**config.mk**
```make
export PLATFORM = sky130hd
export DESIGN_NAME = mult_sequencer
export DESIGN_NICKNAME = d
export VERILOG_FILES = /design/src/rtl/mult_sequencer.sv
export SDC_FILE = /design/constraint.sdc
export NUM_CORES = 1
export LEC_CHECK = 0
export BUFFER_PORTS_ARGS = -buffer_cell sky130_fd_sc_hd__clkbuf_2
export CAP_MARGIN = 20
export CORE_UTILIZATION = 35
export CTS_BUF_LIST = sky130_fd_sc_hd__clkbuf_8 sky130_fd_sc_hd__clkbuf_16
export DETAILED_ROUTE_END_ITERATION = 10
export GPL_ROUTABILITY_DRIVEN = 0
export GPL_TIMING_DRIVEN = 1
export PLACE_DENSITY = 0.62
export SLEW_MARGIN = 10
export SYNTH_ARGS = -nofsm -noshare
export SYNTH_HDL_FRONTEND = slang
export SYNTH_SLANG_ARGS = --single-unit
export TNS_END_PERCENT = 30
```
**constraint.sdc**
```tcl
create_clock -name clk -period 14.12 [get_ports clk]
set_clock_uncertainty 0.05 [all_clocks]
set_input_delay 2.118 -clock clk [delete_from_list [all_inputs] [get_ports clk]]
set_output_delay 2.118 -clock clk [all_outputs]
set_load 0.005 [all_outputs]
```
**src/rtl/mult_sequencer.sv**
```systemverilog
// Multi-cycle radix-2 shift-add multiplier serving MUL / UMULH / SMULH.
// Fixed latency: accept, WIDTH iterations, one sign-fix cycle, one done cycle.
module mult_sequencer #(
  parameter int WIDTH = 64
) (
  input  logic             clk,
  input  logic             reset,
  input  logic             mult_start,
  input  logic [1:0]       mult_mode,
  input  logic [WIDTH-1:0] operand_a,
  input  logic [WIDTH-1:0] operand_b,
  output logic             multiplier_done,
  output logic [WIDTH-1:0] result,
  output logic             busy
);

  localparam int CW = $clog2(WIDTH);

  typedef enum logic [1:0] {
    S_IDLE,
    S_RUN,
    S_FIX,
    S_DONE
  } state_e;

  state_e             state_q, state_d;
  logic [1:0]         mode_q, mode_d;
  logic               neg_q, neg_d;
  logic [WIDTH-1:0]   mcand_q, mcand_d;
  logic [WIDTH-1:0]   mplier_q, mplier_d;
  logic [2*WIDTH-1:0] prod_q, prod_d;
  logic [CW-1:0]      cnt_q, cnt_d;
  logic [WIDTH-1:0]   result_q, result_d;
  logic               busy_q, busy_d;
  logic               done_q, done_d;

  logic [WIDTH-1:0]   abs_a, abs_b;
  logic [WIDTH:0]     addend, sum;
  logic [2*WIDTH-1:0] fixed;
  logic               high_half;

  // Magnitude of the most negative value wraps to 2^(WIDTH-1), which is correct unsigned.
  assign abs_a     = operand_a[WIDTH-1] ? -operand_a : operand_a;
  assign abs_b     = operand_b[WIDTH-1] ? -operand_b : operand_b;
  assign addend    = {1'b0, mcand_q} & {(WIDTH+1){mplier_q[0]}};
  assign sum       = {1'b0, prod_q[2*WIDTH-1:WIDTH]} + addend;
  assign fixed     = neg_q ? -prod_q : prod_q;
  assign high_half = (mode_q == 2'b01) || (mode_q == 2'b10);

  always_comb begin
    state_d  = state_q;
    mode_d   = mode_q;
    neg_d    = neg_q;
    mcand_d  = mcand_q;
    mplier_d = mplier_q;
    prod_d   = prod_q;
    cnt_d    = cnt_q;
    result_d = result_q;
    busy_d   = busy_q;
    done_d   = 1'b0;
    case (state_q)
      S_IDLE: begin
        if (mult_start) begin
          mode_d  = mult_mode;
          neg_d   = (mult_mode == 2'b10) && (operand_a[WIDTH-1] ^ operand_b[WIDTH-1]);
          if (mult_mode == 2'b10) begin
            mcand_d  = abs_a;
            mplier_d = abs_b;
          end else begin
            mcand_d  = operand_a;
            mplier_d = operand_b;
          end
          prod_d  = '0;
          cnt_d   = CW'(WIDTH - 1);
          busy_d  = 1'b1;
          state_d = S_RUN;
        end
      end
      S_RUN: begin
        // Carry-out of the add becomes the new MSB after the right shift.
        prod_d   = {sum, prod_q[WIDTH-1:1]};
        mplier_d = mplier_q >> 1;
        if (cnt_q == '0) begin
          state_d = S_FIX;
        end else begin
          cnt_d = cnt_q - CW'(1);
        end
      end
      S_FIX: begin
        prod_d   = fixed;
        result_d = high_half ? fixed[2*WIDTH-1:WIDTH] : fixed[WIDTH-1:0];
        busy_d   = 1'b0;
        done_d   = 1'b1;
        state_d  = S_DONE;
      end
      S_DONE: begin
        state_d = S_IDLE;
      end
      default: begin
        state_d = S_IDLE;
      end
    endcase
  end

  always_ff @(posedge clk or posedge reset) begin
    if (reset) begin
      state_q  <= S_IDLE;
      mode_q   <= '0;
      neg_q    <= 1'b0;
      mcand_q  <= '0;
      mplier_q <= '0;
      prod_q   <= '0;
      cnt_q    <= '0;
      result_q <= '0;
      busy_q   <= 1'b0;
      done_q   <= 1'b0;
    end else begin
      state_q  <= state_d;
      mode_q   <= mode_d;
      neg_q    <= neg_d;
      mcand_q  <= mcand_d;
      mplier_q <= mplier_d;
      prod_q   <= prod_d;
      cnt_q    <= cnt_d;
      result_q <= result_d;
      busy_q   <= busy_d;
      done_q   <= done_d;
    end
  end

  assign multiplier_done = done_q;
  assign result          = result_q;
  assign busy            = busy_q;

endmodule

```
==> impl_results.md, run 1 <==
* Post-synthesis sequential area ratio at 0.341
* Vias in the first global route at between 20000 and 25000
* Clk Latency, worst-skew pair at 0.60 ns
* Starting Density at 0.355
* Power per cell area at approximately 200 nW/um^2
* Max Clk Rate at 0.186 GHz
* Max H-tree Level at 2
* Layout net count at 3304
* WL/cell at 19.1 um
* Predominant post-synthesis flop cell: dfrtp_1
* Final Hold Vio Count at 0
* Max Slew Vio Count at 0
* Largest net degree at the start of global routing at 119
* Fillers at around 7000
* Clock Sinks at 333
* Worst VDD drop at between 0.15 and 0.2 mV
* DR iter-0 viols at between 1500 and 2000
* Status: finished, final reports clean
* FF-to-FF setup slack at 9.13 ns
* DR pass1 iterations at 6
* Asr flop ratio synth at 1.00
* Unrepaired setup endpoints after global routing: false
* # rows at 96
* Syn Nets at 3235
* Leak pwr at about 12 nW
* Top post-synthesis cells by area: dfrtp_1 (34%), o21ai_0 (7.0%), xor2_1 (6.2%)
* FF/Latch Area at about 8300 sq um
* TritonCTS clock tree: yes
* YS warnings at 0
* Mapped Area at 24500 sq um
* Synth Register Bits at between 300 and 400
* Max clock buf depth at 3
* IO Pins at 199
* Count of flip-flops with a built-in enable after synthesis at 0
* Layout cells sized above 1 at 0.115
* Antenna Violating Nets Remaining at 0
* Chip height at 266 um
* Crit start category: input pin
* Final TNS setup at 0 ns
* Drt total wl at between 70000 and 80000 um
* Setup violators final at 0
* CTS clk-pin slew, worst paths at 0.06 ns
* Worst EP required at ~14 ns
* First-pass GRT wire length at between 100000 and 150000 um
* Width of the die at ~270 um
* DRC at 0
* Top cell type's share of synthesized area at 0.341
* Footprint of the multi-input gates at about 15000 sq um
* Most common cell in the netlist: nand2_1
* WS Path Type: input pin to flip-flop
* GRT Residual Overflow at 0
* Average cell area after synthesis at between 8 and 9 sq um
* Total CTS buffers at 42
* Setup Fix Bufs, Post-CTS at 0
* Die footprint at ~71000 sq um
* Initial antenna violation count at 22
* CP Capture Type: flip-flop
* DP HPWL at about 57000 um
* Synthesis-to-finish area growth at 12.9%
* Dominant cell type by area after synthesis: dfrtp_1
* Worst endpoint data arrival time at around 5.7 ns
* CTS resizes at 0
* Area post-placement at 26100 sq um
* Final instance area at 27600 sq um
* # port buffers at between 150 and 200
* Yosys cell types at 85
* DR vias at between 20000 and 25000
* Total core area at between 60000 and 70000 sq um
* Final worst path period need at around 5.4 ns
* CTS Hold Bufs at 0
* Syn Inst Count at 3029
* Slew margin rel. at 0.244
* CTS root buf: clkbuf_16
* CP max FO at 7
* Max Cap Viol at 0
* Drt via density at around 5.6
* Total track usage at 0.215
* Worst-margin pin slew at 1.12 ns
* Worst min path class: flip-flop to flip-flop
* Fin crit share at 0.380
* Post-synth top cells: nand2_1 (401), o21ai_0 (341), dfrtp_1 (333)
==> cells by family after synthesis <==
family	count (synthesis)	synth area share
muxes	25	0.0107
xor gates and xnor gates	305	0.109
AOI/OAI and AO/OA	989	0.254
adders and majority gates	73	0.0377
buffers and inverters	247	0.0384
and+or+nand+nor	1057	0.209
DFF	333	0.341
==> flip-flops by register name, summed over array words and instances (netlist names) <==
register,cells
mode_q,2
neg_q,1
result,64
mplier_q,64
multiplier_done,1
state_q,2
mcand_q,64
cnt_q,6
busy,1
prod_q,128
==> power by group <==
| group | internal [mW] | total, mW | leakage [nW] | switching, mW |
|---|---|---|---|---|
| Sequential | 1.27 | 1.56 | 4.34 | 0.287 |
| Combinational | 0.927 | 2.82 | 6.73 | 1.90 |
| Clock | 0.638 | 1.09 | 0.704 | 0.455 |
| Total | 2.83 | 5.47 | 11.8 | 2.64 |
==> worst max-delay path, cell delays in order <==
cell	delay (ns)
clkbuf_2	0.11
or4_1	0.59
or4_1	0.52
nor4_2	0.68
nand4b_1	0.31
or3_1	0.46
nor4_2	0.48
a21oi_1	0.19
xnor2_1	0.18
o21ai_0	0.09
==> placed cells by master (no fill, tap or decap), drive strengths merged, types with 7 or more instances in the layout <==
cell	count
inv	55
diode	11
a221o	33
nor3	116
a21oi	263
or2	17
nor4	31
and2	73
or3	37
o41ai	33
mux2i	19
o221ai	47
a22oi	44
nand3b	15
o211ai	7
o21bai	12
ha	72
o21a	18
a31oi	20
dfrtp	333
nand4	26
and3	10
nor2b	9
xor2	174
or4	40
clkinv	8
o21ai	350
buf	27
nand2b	21
nand3	35
o31a	7
o31ai	43
a21o	43
xnor2	131
nor2	204
nand2	401
clkbuf	250
==> worst paths after layout <==
kind                                          from                        to  cells past startpoint
max                                  operand_a[12]   mcand_q[60]$_DFFE_PP0P_                     10
min                        mcand_q[56]$_DFFE_PP0P_   mcand_q[56]$_DFFE_PP0P_                      2
max reg2reg                mplier_q[0]$_DFFE_PP0P_   prod_q[124]$_DFFE_PP0P_                     12
min reg2reg                mcand_q[56]$_DFFE_PP0P_   mcand_q[56]$_DFFE_PP0P_                      2
max in group asynchronous                    reset    prod_q[36]$_DFFE_PP0P_                      4
min in group asynchronous                    reset  mplier_q[46]$_DFFE_PP0P_                      2
==> layer usage <==
| metal | vias to the layer above | GRT usage | share of wire |
|---|---|---|---|
| met5 | - | 0 | 0.0020 |
| met4 | 22 | 0.0688 | 0.026 |
| met3 | 135 | 0.0424 | 0.078 |
| met2 | 786 | 0.328 | 0.44 |
| met1 | 10800 | 0.304 | 0.45 |
| li1 | 11100 | - | - |
==> cell type report <==
type | instances | share of cell area
Timing Repair Buffer | 225 | 0.0440
Multi-Input combinational cell | 2449 | 0.553
Tap cell | 931 | 0.0422
Sequential cell | 333 | 0.302
Clock buffer | 52 | 0.0431
Clock inverter | 23 | 0.00802
Inverter | 47 | 0.00666
Antenna cell | 11 | 0.000997
==> stage by stage <==
stage | instances | hold slack, ns | setup WS (ns) | util | power, mW
final | 4071 | 0.420 | 8.76 | 0.401 | 5.47
after global routing | 4066 | 0.442 | 8.58 | 0.401 | 5.86
after CTS | 4059 | 0.427 | 8.69 | 0.400 | 5.46
after detailed placement | 3984 | 0.413 | 8.09 | 0.380 | 4.36
after global placement | 3984 | 0.404 | 8.20 | 0.380 | 4.33
after floorplan | 3029 | 0.391 | 2.73 | - | 3.44
Note: power is estimated with default switching activity, not from simulation.
==> run 2, diff against run 1 <==
Clock period 14.12 ns to 5.63 ns, I/O delays scaled along.
==> impl_results.md, run 2 (synthesized netlist as in run 1, its figures left out) <==
* Setup violators final at 0
* Comb pwr share at 0.520
* DP HPWL at between 50000 and 60000 um
* Antenna Violating Nets Remaining at 0
* Largest net degree at the start of global routing at roughly 130
* Max Cap Viol at 0
* Total CTS buffers at 40
* Slew margin rel. at 0.263
* Int Pwr at between 7 and 8 mW
* Vias in the first global route at 21200
* R2R depth at 15
* DRC at 0
* Clk Latency, worst-skew pair at just over 0.6 ns
* Fin crit share at 0.780
* Final worst path period need at ~4.4 ns
* Worst VDD drop at 0.345 mV
* Chip height at between 200 and 300 um
* Commonest non-fill, non-tap cells in the layout: nand2_1 (398), o21ai_0 (340), dfrtp_1 (332), a21oi_1 (263), nor2_1 (203)
* Drt total wl at roughly 80000 um
* CTS Hold Bufs at 0
* Crit start category: flip-flop
* Clock Sinks at between 300 and 400
* DR vias at around 23000
* Critical-path top delay cell: a2111oi_0
* Buf+Inv Stages, Crit Path at 4
* Worst min path class: input pin to asynchronous set/reset pin
* Unrepaired setup endpoints after global routing: false
* Worst-margin pin slew at around 1.1 ns
* Area post-placement at ~26000 sq um
* WL/cell at just under 20 um
* CTS root buf: clkbuf_16
* Max Slew Vio Count at 0
* Leak pwr at between 10 and 15 nW
* Sw Share at 0.483
* Starting Density at 0.355
* Drt via density at 5.59
* IO Pins at 199
* Layout net count at 3309
* Register share of total power at 0.284
* Most frequent CP cell: buf_4
* Status: finished, final reports clean
* # rows at 96
* DR pass1 iterations at 5
* WS Path Type: flip-flop to flip-flop
* Commonest non-fill, non-tap cell in the layout: nand2_1
* Max H-tree Level at 2
* Power per cell area at ~500 nW/um^2
* Total track usage at 0.219
* CTS resizes at 0
* Sw Pwr at between 6 and 7 mW
* Total core area at between 60000 and 70000 sq um
* Max reg flops at approximately 130
* Width of the die at between 200 and 300 um
* Final core occ at 0.401
* Worst EP required at ~6.0 ns
* Cells along the critical path: buf_4 -> and2_1 -> ha_1 -> a21oi_1 -> o21ai_0 -> a2111oi_0 -> buf_4 -> a211oi_1 -> a2111oi_0 -> buf_4 -> o41ai_1 -> buf_4 -> a21boi_0 -> mux2i_1 -> o211ai_1
* GRT Residual Overflow at 0
* Worst path depth at 15
* Final instance area at between 20000 and 30000 sq um
* Final Hold Vio Count at 0
* # port buffers at ~200
* Layout cells sized above 1 at 0.116
* Setup Fix Bufs, Post-CTS at 0
* Synthesis-to-finish area growth at 12.9%
* Die footprint at a little over 70000 sq um
* CP Capture Type: flip-flop
* Max Clk Rate at 0.228 GHz
* DR iter-0 viols at 1932
* TritonCTS clock tree: yes
* Delay-heaviest family, CP: compound AO/OA/AOI/OAI gates
* CP max FO at 13
* Initial antenna violation count at 20
* Delay of the slowest critical-path stage at between 0.5 and 0.6 ns
* Clk network pwr share at 0.196
* Max clock buf depth at 3
* Final TNS setup at 0 ns
* First-pass GRT wire length at about 120000 um
* CTS clk-pin slew, worst paths at 0.06 ns
* Most flop-heavy register: prod_q
* Worst endpoint data arrival time at roughly 4.8 ns
-- run 2: metrics by stage --
| stage | cells | power, mW | hold WS, ns | worst slack [ns] |
|---|---|---|---|---|
| 2_1_floorplan | 3029 | 8.62 | 0.391 | 0.287 |
| 3_3_place_gp | 3992 | 10.9 | 0.404 | 0.921 |
| 3_5_place_dp | 3992 | 11.0 | 0.412 | 0.915 |
| 4_1_cts | 4064 | 13.7 | 0.376 | 1.27 |
| 5_1_grt | 4068 | 14.7 | 0.427 | 0.846 |
| 6_report | 4071 | 13.7 | 0.366 | 1.24 |
-- run 2: layout make-up --
| cell class | instances | area [sq um] |
|---|---|---|
| Tap cell | 931 | 1160 |
| Sequential cell | 333 | 8340 |
| Fill cell | 7056 | 41200 |
| Timing Repair Buffer | 232 | 1280 |
| Multi-Input combinational cell | 2449 | 15300 |
| Clock buffer | 46 | 1080 |
| Clock inverter | 26 | 273 |
| Inverter | 47 | 180 |
| Antenna cell | 7 | 17.5 |
-- run 2: final timing paths --
kind / from / end / slack [ns]
worst min-delay path: reset / prod_q[65]$_DFFE_PP0P_ / 0.37
worst min register to register: mcand_q[34]$_DFFE_PP0P_ / mcand_q[34]$_DFFE_PP0P_ / 0.42
worst max register to register: mplier_q[0]$_DFFE_PP0P_ / prod_q[124]$_DFFE_PP0P_ / 1.24
worst max-delay path: mplier_q[0]$_DFFE_PP0P_ / prod_q[124]$_DFFE_PP0P_ / 1.24
min in group clk: mcand_q[34]$_DFFE_PP0P_ / mcand_q[34]$_DFFE_PP0P_ / 0.42
max in group asynchronous: reset / neg_q$_DFFE_PP0P_ / 3.97
-- run 2: worst reg2reg max path, cell delays in order (launching register included) --
cell and delay [ns]:
dfrtp_1 0.47, buf_4 0.21, and2_1 0.14, ha_1 0.39, a21oi_1 0.24, o21ai_0 0.20
a2111oi_0 0.59, buf_4 0.22, a211oi_1 0.09, a2111oi_0 0.40, buf_4 0.20, o41ai_1 0.08
buf_4 0.17, a21boi_0 0.44, mux2i_1 0.28, o211ai_1 0.10
-- run 2: metal layers --
| layer | vias up | global-route usage | wire length [um] |
|---|---|---|---|
| li1 | 11200 | - | - |
| met1 | 10600 | 0.311 | 35600 |
| met2 | 786 | 0.333 | 34400 |
| met3 | 146 | 0.0407 | 6050 |
| met4 | 26 | 0.0694 | 2280 |
| met5 | - | 0 | 162 |
-- run 2: power groups by stage --
stage / Clock [mW] / Combinational, mW / Sequential [mW]
floorplan: 0 / 4.98 / 3.64
global placement: 0 / 7.01 / 3.90
detailed placement: 0 / 7.06 / 3.93
CTS: 2.75 / 7.08 / 3.89
global route: 2.84 / 7.86 / 3.99
finish: 2.70 / 7.14 / 3.89
